`config.mk`:
```
export PLATFORM = sky130hd
export DESIGN_NAME = gol_engine
export DESIGN_NICKNAME = d
export VERILOG_FILES = /design/src/rtl/gol_engine.sv
export SDC_FILE = /design/constraint.sdc
export NUM_CORES = 1
export LEC_CHECK = 0
export CORE_ASPECT_RATIO = 1.2
export CORE_MARGIN = 2
export CORE_UTILIZATION = 40
export CTS_CLUSTER_DIAMETER = 150
export DETAILED_ROUTE_END_ITERATION = 8
export GPL_TIMING_DRIVEN = 1
export PLACE_DENSITY = 0.56
export SYNTH_ARGS = -nofsm -noshare
export SYNTH_HDL_FRONTEND = slang
export SYNTH_SLANG_ARGS = --single-unit
```
`constraint.sdc`:
```
create_clock -name clk -period 5.7 [get_ports clk]
set_clock_uncertainty 0.1 [all_clocks]
set_input_delay 1.14 -clock clk [delete_from_list [all_inputs] [get_ports clk]]
set_output_delay 1.14 -clock clk [all_outputs]
set_load 0.05 [all_outputs]
```
`src/rtl/gol_engine.sv`:
```
// Game of Life B3/S23 generation engine: raster-scans a 256x256 toroidal grid on RAM port B.
// Optional macro GOL_AGE_EN: also maintains a saturating 2-bit cell age in bits[3:2].
module gol_engine (
  input  logic        clk,
  input  logic        rst,
  input  logic        start,
  output logic        busy,
  output logic        done,
  output logic        bank,
  output logic [16:0] live_count,
  output logic [15:0] ram_addr,
  output logic        ram_we,
  output logic [3:0]  ram_din,
  input  logic [3:0]  ram_dout
);

  typedef enum logic [2:0] {
    S_IDLE, S_RTOP, S_RMID, S_RBOT, S_CAP, S_WR, S_FIN
  } state_t;

  // Which column the current read sequence is filling.
  typedef enum logic [1:0] {
    P_LEFT, P_CENTRE, P_CELL
  } phase_t;

  state_t r_state;
  phase_t r_phase;

  logic [7:0]       r_x;
  logic [7:0]       r_y;
  logic [7:0]       r_cx;
  logic [3:0]       r_top;
  logic [3:0]       r_mid;
  logic [2:0][3:0]  r_lcol;
  logic [2:0][3:0]  r_ccol;
  logic [2:0][3:0]  r_rcol;
  logic [16:0]      r_acc;
  logic             r_next;

  logic [2:0][3:0]  w_ncol;
  logic [2:0]       w_lbit;
  logic [2:0]       w_cbit;
  logic [2:0]       w_rbit;
  logic [3:0]       w_n;
  logic             w_alive;
  logic             w_next;
  logic [1:0]       w_age;
  logic [3:0]       w_din;

  // Column being completed this cycle; bottom arrives straight from the RAM in CAP.
  assign w_ncol = {ram_dout, r_mid, r_top};

  genvar gi;
  generate
    for (gi = 0; gi < 3; gi++) begin : g_rows
      assign w_lbit[gi] = r_lcol[gi][bank];
      assign w_cbit[gi] = r_ccol[gi][bank];
      assign w_rbit[gi] = w_ncol[gi][bank];
    end
  endgenerate

  assign w_alive = w_cbit[1];
  assign w_n = 4'(w_lbit[0]) + 4'(w_lbit[1]) + 4'(w_lbit[2])
             + 4'(w_cbit[0]) + 4'(w_cbit[2])
             + 4'(w_rbit[0]) + 4'(w_rbit[1]) + 4'(w_rbit[2]);
  assign w_next = (w_n == 4'd3) | ((w_n == 4'd2) & w_alive);

`ifdef GOL_AGE_EN
  always_comb begin
    w_age = 2'd0;
    if (w_alive & w_next) begin
      w_age = (r_ccol[1][3:2] == 2'd3) ? 2'd3 : r_ccol[1][3:2] + 2'd1;
    end
  end
`else
  assign w_age = r_ccol[1][3:2];
`endif

  assign w_din = bank ? {w_age, w_alive, w_next} : {w_age, w_next, w_alive};

  always_ff @(posedge clk or posedge rst) begin
    if (rst) begin
      r_state    <= S_IDLE;
      r_phase    <= P_LEFT;
      busy       <= 1'b0;
      done       <= 1'b0;
      bank       <= 1'b0;
      live_count <= 17'd0;
      ram_addr   <= 16'd0;
      ram_we     <= 1'b0;
      ram_din    <= 4'd0;
      r_x        <= 8'd0;
      r_y        <= 8'd0;
      r_cx       <= 8'd0;
      r_top      <= 4'd0;
      r_mid      <= 4'd0;
      r_lcol     <= '0;
      r_ccol     <= '0;
      r_rcol     <= '0;
      r_acc      <= 17'd0;
      r_next     <= 1'b0;
    end else begin
      done <= 1'b0;
      case (r_state)
        S_IDLE: begin
          if (start) begin
            busy     <= 1'b1;
            r_x      <= 8'd0;
            r_y      <= 8'd0;
            r_cx     <= 8'hFF;
            r_phase  <= P_LEFT;
            r_acc    <= 17'd0;
            ram_addr <= {8'hFF, 8'hFF};
            r_state  <= S_RTOP;
          end
        end
        S_RTOP: begin
          ram_addr <= {r_y, r_cx};
          r_state  <= S_RMID;
        end
        S_RMID: begin
          r_top    <= ram_dout;
          ram_addr <= {r_y + 8'd1, r_cx};
          r_state  <= S_RBOT;
        end
        S_RBOT: begin
          r_mid   <= ram_dout;
          r_state <= S_CAP;
        end
        S_CAP: begin
          case (r_phase)
            P_LEFT: begin
              r_lcol   <= r_ccol;
              r_ccol   <= w_ncol;
              r_phase  <= P_CENTRE;
              r_cx     <= r_x;
              ram_addr <= {r_y - 8'd1, r_x};
              r_state  <= S_RTOP;
            end
            P_CENTRE: begin
              r_lcol   <= r_ccol;
              r_ccol   <= w_ncol;
              r_phase  <= P_CELL;
              r_cx     <= r_x + 8'd1;
              ram_addr <= {r_y - 8'd1, r_x + 8'd1};
              r_state  <= S_RTOP;
            end
            default: begin
              // Window is complete: the write of the centre cell is issued for the WR cycle.
              r_rcol   <= w_ncol;
              r_next   <= w_next;
              ram_addr <= {r_y, r_x};
              ram_we   <= 1'b1;
              ram_din  <= w_din;
              r_state  <= S_WR;
            end
          endcase
        end
        S_WR: begin
          ram_we  <= 1'b0;
          ram_din <= 4'd0;
          r_lcol  <= r_ccol;
          r_ccol  <= r_rcol;
          r_acc   <= r_acc + 17'(r_next);
          if (r_x == 8'hFF) begin
            if (r_y == 8'hFF) begin
              done       <= 1'b1;
              bank       <= ~bank;
              live_count <= r_acc + 17'(r_next);
              busy       <= 1'b0;
              r_state    <= S_FIN;
            end else begin
              r_x      <= 8'd0;
              r_y      <= r_y + 8'd1;
              r_cx     <= 8'hFF;
              r_phase  <= P_LEFT;
              ram_addr <= {r_y, 8'hFF};
              r_state  <= S_RTOP;
            end
          end else begin
            r_x      <= r_x + 8'd1;
            r_cx     <= r_x + 8'd2;
            ram_addr <= {r_y - 8'd1, r_x + 8'd2};
            r_state  <= S_RTOP;
          end
        end
        S_FIN: begin
          r_state <= S_IDLE;
        end
        default: begin
          r_state <= S_IDLE;
        end
      endcase
    end
  end

endmodule

```
==> impl_metrics.ini <==
[cells_and_area]
syn2layout_area_growth_pct = 17.6
layout_commonest_cell = nand2_1
multi_input_area_um2 = 3070
antenna_cells = 0
layout-drive-gt1-share_pct = 9.91
finalInstanceArea_um2 = 7360
fill_cells = 1479
finalNetCount = 745
fin_util_pct = 47.6
regArea_um2 = 2900
most-common-layout-cells = 134 x nand2_1, 116 x dfrtp_1, 63 x o21ai_0, 56 x nor2_1, 47 x clkdlybuf4s50_1

[synth]
synth_cell_type_count = 74
ys_ff_latch = 116
netlist_area_um2 = 6260
synthFlopType = dfrtp_1
yosysSeqAreaShare_pct = 46.4
syn_avg_cell_area_um2 = 9.00
syn_nets = 715
async_flop_share_pct = 100
synth_warnings = 0
syn_inst = 695
synth-edff-count = 0

[sta]
setup_viol = 0
slew_headroom_pct = 27.9
finalWorstSetupSlack_ns = 1.34
fmax_mhz = 230
period_needed_ns = 4.36
hold_violations = 0
rsz0062_at_grt = false
timing.final.crit_share_pct = 76.4
finalSetupTns_ns = 0
slew_violations = 0
tightest_slew_ns = 1.07

[critical_path]
start_kind = flip-flop
crit_required_ns = 5.86
endpoint_kind = flip-flop
crit_arrival_ns = 4.52
crit_type = reg2reg
cp_max_fo = 14

[clock_tree]
clockRootBuffer = clkbuf_16
cts_resized = 0
cts_tree = yes
clock_latency_ns = 0.42
cts_made_buffers = 17
postCtsSetupBuffers = 0
cts_num_sinks = 116
cts_max_level = 4
cts_buffer_depth = 2
clk_transition_reported_paths_ns = 0.05
ctsHoldBuffers = 0

[die]
die-area_um2 = 16700
initial_core_util_pct = 40.5
core_area_um2 = 15500
die_x_um = 118
num_rows = 50
die_h_um = 141
num_io_pins = 48

[min_path]
hp-class = reg2reg

[outcome]
status = finished clean

[detailed_routing]
drt_iter0_drc = 411
vias = 5178
wl_per_cell_um = 16.3
drc_errors = 0
avgViaCountPerCell = 5.48
firstDrtPassIters = 6
routed_wl_mm = 15.4
ant_nets = 0

[placement]
placed_area_um2 = 6830
hpwl_mm = 10.3
pre_cts_slack_ns = 1.35
routabilityCongestion = 0.869
io_buffers = 47

[flow_run]
drv_cap = 0

[global_route]
grt_max_degree = 51
track_usage_pct = 19.2
grt_overflow = 0
grt_pass1_vias = 4921
antenna_found_initial = 0
grt_pass1_wl_mm = 25.6

[pwr]
vdd_drop_max_mv = 0.319
p_leak_nw = 3.06
finalPower_w = 0.00406
p_per_area_nw_per_um2 = 552
==> synth_stat cells (3+ instances only) <==
| cell type | number | area share, % |
|---|---|---|
| a21oi_1 | 33 | 2.6 |
| ha_1 | 9 | 1.8 |
| nand4_1 | 6 | 0.60 |
| and3_2 | 3 | 0.36 |
| nand2b_1 | 6 | 0.60 |
| o31ai_1 | 10 | 1.2 |
| o211ai_1 | 4 | 0.48 |
| a31oi_1 | 24 | 2.4 |
| nor3_1 | 13 | 1.0 |
| nand3_1 | 15 | 1.2 |
| xnor2_1 | 13 | 1.8 |
| and2_1 | 5 | 0.50 |
| a22o_1 | 5 | 0.70 |
| o22a_1 | 6 | 0.84 |
| mux2i_1 | 5 | 0.80 |
| inv_1 | 20 | 1.2 |
| fa_1 | 4 | 1.3 |
| o22ai_1 | 5 | 0.50 |
| a21o_1 | 4 | 0.48 |
| dfrtp_1 | 116 | 46 |
| mux2_2 | 13 | 2.3 |
| buf_2 | 11 | 0.88 |
| nand2_1 | 134 | 8.0 |
| xor2_1 | 6 | 0.84 |
| nor2b_1 | 5 | 0.50 |
| clkbuf_1 | 23 | 1.4 |
| nor2_1 | 57 | 3.4 |
| or3_1 | 6 | 0.60 |
| o21ai_0 | 64 | 5.1 |
| and3_1 | 11 | 1.1 |
==> per-layer routing <==
layer | vias up | global-route usage (%) | share of wire (%)
met4 | 0 | 6.21 | 1.4
met2 | 134 | 31.4 | 48
li1 | 2512 | - | -
met3 | 22 | 3.80 | 3.7
met5 | - | 0 | 0
met1 | 2510 | 25.6 | 47
==> report_power, final <==
group	switching, W	total, W	internal [W]	leakage (nW)
registers	0.000244	0.00131	0.00107	1.47
logic	0.00111	0.00180	0.000688	1.34
clock network	0.000372	0.000954	0.000582	0.258
==> logic make-up after synthesis <==
logic type                 Yosys count  share of synthesized area, %
and+or+nand+nor                    281                          21.1
muxes                               18                          3.14
adders and majority gates           13                          3.08
AOI/OAI and AO/OA                  186                          19.0
DFF                                116                          46.4
xor gates and xnor gates            19                          2.66
buffers and inverters               62                          4.58
==> critical path, stage by stage, from the launching register on <==
cell,delay [ns]
dfrtp_1,0.72
mux2_2,0.42
fa_1,0.53
inv_1,0.05
fa_1,0.51
fa_1,0.55
inv_1,0.04
ha_1,0.21
fa_1,0.40
and3_1,0.19
o211a_1,0.26
a21oi_1,0.15
o21ai_0,0.09
==> path summary, 6_finish.rpt <==
| kind | cells past startpoint | endpoint | startpoint | slack (ns) |
|---|---|---|---|---|
| worst max-delay path | 12 | ram_din[0]$_DFFE_PP0P_ | bank$_DFFE_PP0P_ | 1.34 |
| worst min-delay path | 2 | r_lcol[4]$_DFFE_PP0P_ | r_lcol[4]$_DFFE_PP0P_ | 0.37 |
| worst max register to register | 12 | ram_din[0]$_DFFE_PP0P_ | bank$_DFFE_PP0P_ | 1.34 |
| worst min register to register | 2 | r_lcol[4]$_DFFE_PP0P_ | r_lcol[4]$_DFFE_PP0P_ | 0.37 |
| max in group asynchronous | 3 | r_ccol[5]$_DFFE_PP0P_ | rst | 3.49 |
| min in group asynchronous | 2 | r_y[5]$_DFFE_PP0P_ | rst | 0.98 |
==> sequential cells by signal, summed over array words and instances, names as in the netlist, 6 cells and up <==
name        cells
r_rcol          8
r_lcol          6
r_ccol          8
r_x             8
live_count     17
r_acc          17
r_cx            8
ram_addr       16
r_y             8
==> stage by stage <==
step	cells	hold slack, ns
after floorplan	695	0.340
after global placement	914	0.356
after detailed placement	914	0.362
after CTS	945	0.376
after global routing	945	0.390
final	945	0.372
==> layout make-up <==
class / instances / share of cell area [%]
clock inverter: 9 / 0.765
multi-input combinational: 517 / 41.7
timing repair buffer: 53 / 7.01
tap: 208 / 3.54
inverter: 20 / 1.05
clock buffer: 22 / 6.45
sequential: 116 / 39.5
No activity file was read; power rests on OpenSTA's default activity.
==> RTL edit 1, RTL diff (same flow settings) <==
Make the reset (`rst`) synchronous in one clocked block.
--- a/src/rtl/gol_engine.sv
+++ b/src/rtl/gol_engine.sv
@@ -79,5 +79,5 @@
   assign w_din = bank ? {w_age, w_alive, w_next} : {w_age, w_next, w_alive};
 
-  always_ff @(posedge clk or posedge rst) begin
+  always_ff @(posedge clk) begin
     if (rst) begin
       r_state    <= S_IDLE;
Behaviour: differs if rst is asserted again (counterexample within 4 cycles, from zero or initial values and one cycle with rst high); with rst held inactive, the same outputs for 10 cycles.
==> RTL edit 1 against the unedited design <==
Synthesized area is 3.5% lower. Worst setup slack worse by 0.16 ns. Maximum frequency is 3.6% lower. Cell area is 4.7% lower. Routed wire length is 0.31% lower. Hold slack worse by 0.016 ns. Sequential cell count stayed put. Largest cell class unchanged.
Power is not compared: it rests on default switching activity, and its combinational part moved more than twofold at a synthesized area within 25%.
==> RTL edit 1: results (changes against the unedited design) <==
First-pass DRT Iterations: 4 (-2)
Post-synthesis sequential area ratio: 0.3847 (-0.07934)
Starting DRT DRC Count: 299 (-27%)
Worst hold endpoint: r_rcol[1]
Slowest cell on crit path: dfxtp_1
Avg WL per Cell: 15.92 um (-2.4%)
Post-synthesis mux area share: 0.03088 (-0.0005192)
Detailed-route via count: 5363 (+3.6%)
Worst reg2reg path endpoint: ram_din[1]
Seq/total area: 0.3314 (-0.06320)
Post-synth ARST share: 0 (-1.000)
Synth area leaders: dfxtp_1 38%, nand2_1 6.7%, a21oi_1 6.1%, o21ai_0 4.1%, nor2_1 4.0%
First-pass GRT wire length: 25830 um (+1.0%)
Finished Layout Cells: 965 (+2.1%)
Top post-synthesis cells by count: 116 x dfxtp_1, 107 x nand2_1, 74 x a21oi_1, 65 x nor2_1, 49 x o21ai_0
Comb pwr: 0.223 mW
Largest net degree at the start of global routing: 87 (+71%)
GRT Resource Usage Total: 0.2021 (+0.01014)
Placed Area: 0.006474 sq mm (-5.2%)
Synth Area in XOR/XNOR: 0.03627 (+0.009669)
Slew of the pin with the lowest slew margin: 1.091 ns (+0.01703 ns)
Vias in the first global route: 5113 (+3.9%)
Data buffer area share: 0.07071 (+0.0006343)
Total of clock buffers placed in the layout: 23 (+4.5%)
Tot Pwr: 2.074 mW
Post-layout nets: 771 (+3.5%)
Adder-cell area share of the yosys netlist: 0.03192 (+0.001117)
GP Congestion: 0.8454 (-2.7%)
Ys flop type: dfxtp_1
Fraction of layout cells with a size suffix above 1: 0.06833 (-0.03072)
Non-clock buffers: 51 (-3.8%)
R2r startpoint: bank
Synth Area in Compound Gates: 0.2354 (+0.04504)
Status: completed
Min-delay src: r_rcol[1]
Inverters: 10 (-50%)
Hold WS: 0.3561 ns (-0.01557 ns)
Multi-input gate count: 555 (+7.4%)
Net Count, Synth: 760 (+6.3%)
Hold Crit Depth: 2 (unchanged)
R2R setup slack: 1.18 ns (-0.16 ns)
Fillers: 1488 (+0.61%)
Clk cell area share: 0.07607 (+0.003950)
Placed insts: 936 (+2.4%)
Fraction of area in multi-input gates: 0.4800 (+0.06275)
Post-synth cell types: 71 (-4.1%)
Clk root buf: clkbuf_16
Synthesized instance count: 740 (+6.5%)
Worst-Skew Late Latency: 0.42 ns (about the same)
Crit-path max FO: 14 (unchanged)
Final HPWL DP: 10050 um (-2.7%)
Top flop regs: live_count: 17 flops, r_acc: 17 flops, ram_addr: 16 flops
P_sw: 0.5405 mW
[RTL edit 1: cell types whose count changed in the layout (fill, tap and decap cells not counted), sizes merged, moves of 11 or more]
| cell | before | now |
|---|---|---|
| nand2 | 135 | 107 |
| a21oi | 35 | 76 |
| a211oi | 1 | 15 |
| o21ai | 66 | 51 |
| dfxtp | 0 | 116 |
| a311oi | 1 | 18 |
| inv | 20 | 9 |
| dfrtp | 116 | 0 |
[RTL edit 1: worst max-delay path by stage]
stage | end | from | slack, ns | cells after the start
floorplan | ram_din[1] | bank | 0.98 | 13
global route | ram_din[1] | bank | 0.96 | 12
global placement | ram_din[1] | bank | 1.28 | 12
detailed placement | ram_din[1] | bank | 1.16 | 12
CTS | ram_din[1] | bank | 1.16 | 12
finish | ram_din[1] | bank | 1.18 | 12
[RTL edit 1: per-layer routing]
metal,part of all wire,vias to the layer above,track usage
met2,0.49,119,0.3330
met3,0.038,18,0.04720
met4,0.016,0,0.07331
met1,0.45,2551,0.2564
li1,-,2675,-
met5,0,-,0
==> RTL edit 2, RTL diff (same flow settings) <==
Without the edit above. Add a define of `GOL_AGE_EN`.
--- a/src/rtl/gol_engine.sv
+++ b/src/rtl/gol_engine.sv
@@ -1,4 +1,6 @@
 // Game of Life B3/S23 generation engine: raster-scans a 256x256 toroidal grid on RAM port B.
 // Optional macro GOL_AGE_EN: also maintains a saturating 2-bit cell age in bits[3:2].
+`define GOL_AGE_EN
+
 module gol_engine (
   input  logic        clk,
Behaviour: no difference found for any inputs over 10 cycles, from zero or initial values and one cycle with rst high; that may be too few to reach the edited logic, so the function may still have changed.
==> RTL edit 2 against the unedited design <==
Worst setup slack better by 0.0030 ns. Critical path type unchanged. Routed wire length shrank 3.8%. Total power is 6.1% lower. Sequential cell count did not move. Synthesized area decreased by 0.42%. Hold slack about the same. Cell area down 0.22%.
==> RTL edit 2: results (changes against the unedited design) <==
Post-synthesis sequential area ratio: 0.4660 (+0.001957)
Status: completed
Gate power share: 0.413 (-0.029)
Post-synthesis mux area share: 0.05021 (+0.01881)
Fraction of layout cells with a size suffix above 1: 0.08654 (-0.01251)
Post-Route WL: 14820 um (-3.8%)
GRT Resource Usage Total: 0.1877 (-0.004284)
Final HPWL DP: 9898 um (-4.2%)
Clock power frac: 0.258 (+0.023)
Worst hold endpoint: live_count[1]
Synth Area per Inst: 9.055 sq um (+0.59%)
Crit-path max FO: 13 (-1)
Adder-cell area share of the yosys netlist: 0.03093 (+0.0001299)
Post-layout nets: 736 (-1.2%)
Fillers: 1486 (+0.47%)
Sw Share: 0.4027 (-0.02193)
P_clk: 0.986 mW (+3.4%)
Placed insts: 901 (-1.4%)
Slew headroom: 0.3136 (+0.03440)
GP Congestion: 0.8500 (-2.2%)
R2R setup slack: 1.35 ns (about the same)
Net Count, Synth: 708 (-0.98%)
First-pass DRT Iterations: 5 (-1)
Met3 Use GR: 0.03560 (-0.002427)
Placed Area: 0.006795 sq mm (-0.44%)
Synth Area in XOR/XNOR: 0.03515 (+0.008548)
Min-delay src: live_count[1]
WL met1: 6714 um (-6.4%)
Final worst path period need: 4.353 ns (-0.002980 ns)
Post-synth cell types: 71 (-4.1%)
GR Util met2: 0.3176 (+0.003661)
Met2 wire length: 7289 um (-2.0%)
First-pass GRT wire length: 25240 um (-1.3%)
CP arrival: 4.59 ns (+0.07 ns)
Starting DRT DRC Count: 255 (-38%)
Vias in the first global route: 5033 (+2.3%)
M1 GR Usage: 0.2398 (-0.01671)
Largest net degree at the start of global routing: 48 (-5.9%)
[RTL edit 2: changes by cell type after synthesis, moves of 4 or more]
| cell | change |
|---|---|
| mux2i_1 | +9 |
| buf_2 | +5 |
| o21ai_1 | +15 |
| nand2_1 | -19 |
| inv_1 | -4 |
| nand3_1 | +4 |
| a31oi_1 | -10 |
[RTL edit 2: critical path, cell delays in order, from the launching register on]
cell	delay [ns]
dfrtp_1	0.67
mux2_2	0.41
fa_1	0.53
inv_1	0.06
fa_1	0.50
fa_1	0.54
inv_1	0.05
ha_1	0.22
fa_1	0.40
nor2_1	0.16
o221ai_1	0.17
or2_2	0.30
a31oi_1	0.16
[RTL edit 2: through the flow]
step | utilization | hold slack, ns
6_report | 0.4847 | 0.3712
5_1_grt | 0.4847 | 0.3868
4_1_cts | 0.4847 | 0.3762
3_5_place_dp | 0.4487 | 0.3631
3_3_place_gp | 0.4487 | 0.3561
2_1_floorplan | - | 0.3451
[RTL edit 2: worst max path at each step]
stage	end	cells after the start
after global placement	ram_din[1]	12
after CTS	ram_din[0]	12
after floorplan	ram_din[0]	13
after global routing	ram_din[0]	12
after detailed placement	ram_din[1]	12
final	ram_din[0]	12
[RTL edit 2: final cells by class]
| type | instances | area share |
|---|---|---|
| clock buffer | 21 | 0.06273 |
| clock inverter | 10 | 0.01142 |
| inverter | 17 | 0.009035 |
| multi-input combinational | 512 | 0.4173 |
| sequential | 116 | 0.3955 |
| tap | 204 | 0.03478 |
| timing repair buffer | 52 | 0.06921 |
[RTL edit 2: cell families after synthesis]
logic type | count (synthesis)
XOR/XNOR | 25
flip-flops | 116
adder cells (fa/ha/maj) | 13
AO/OA/AOI/OAI | 185
buffers and inverters | 60
AND/OR/NAND/NOR | 260
multiplexers | 29
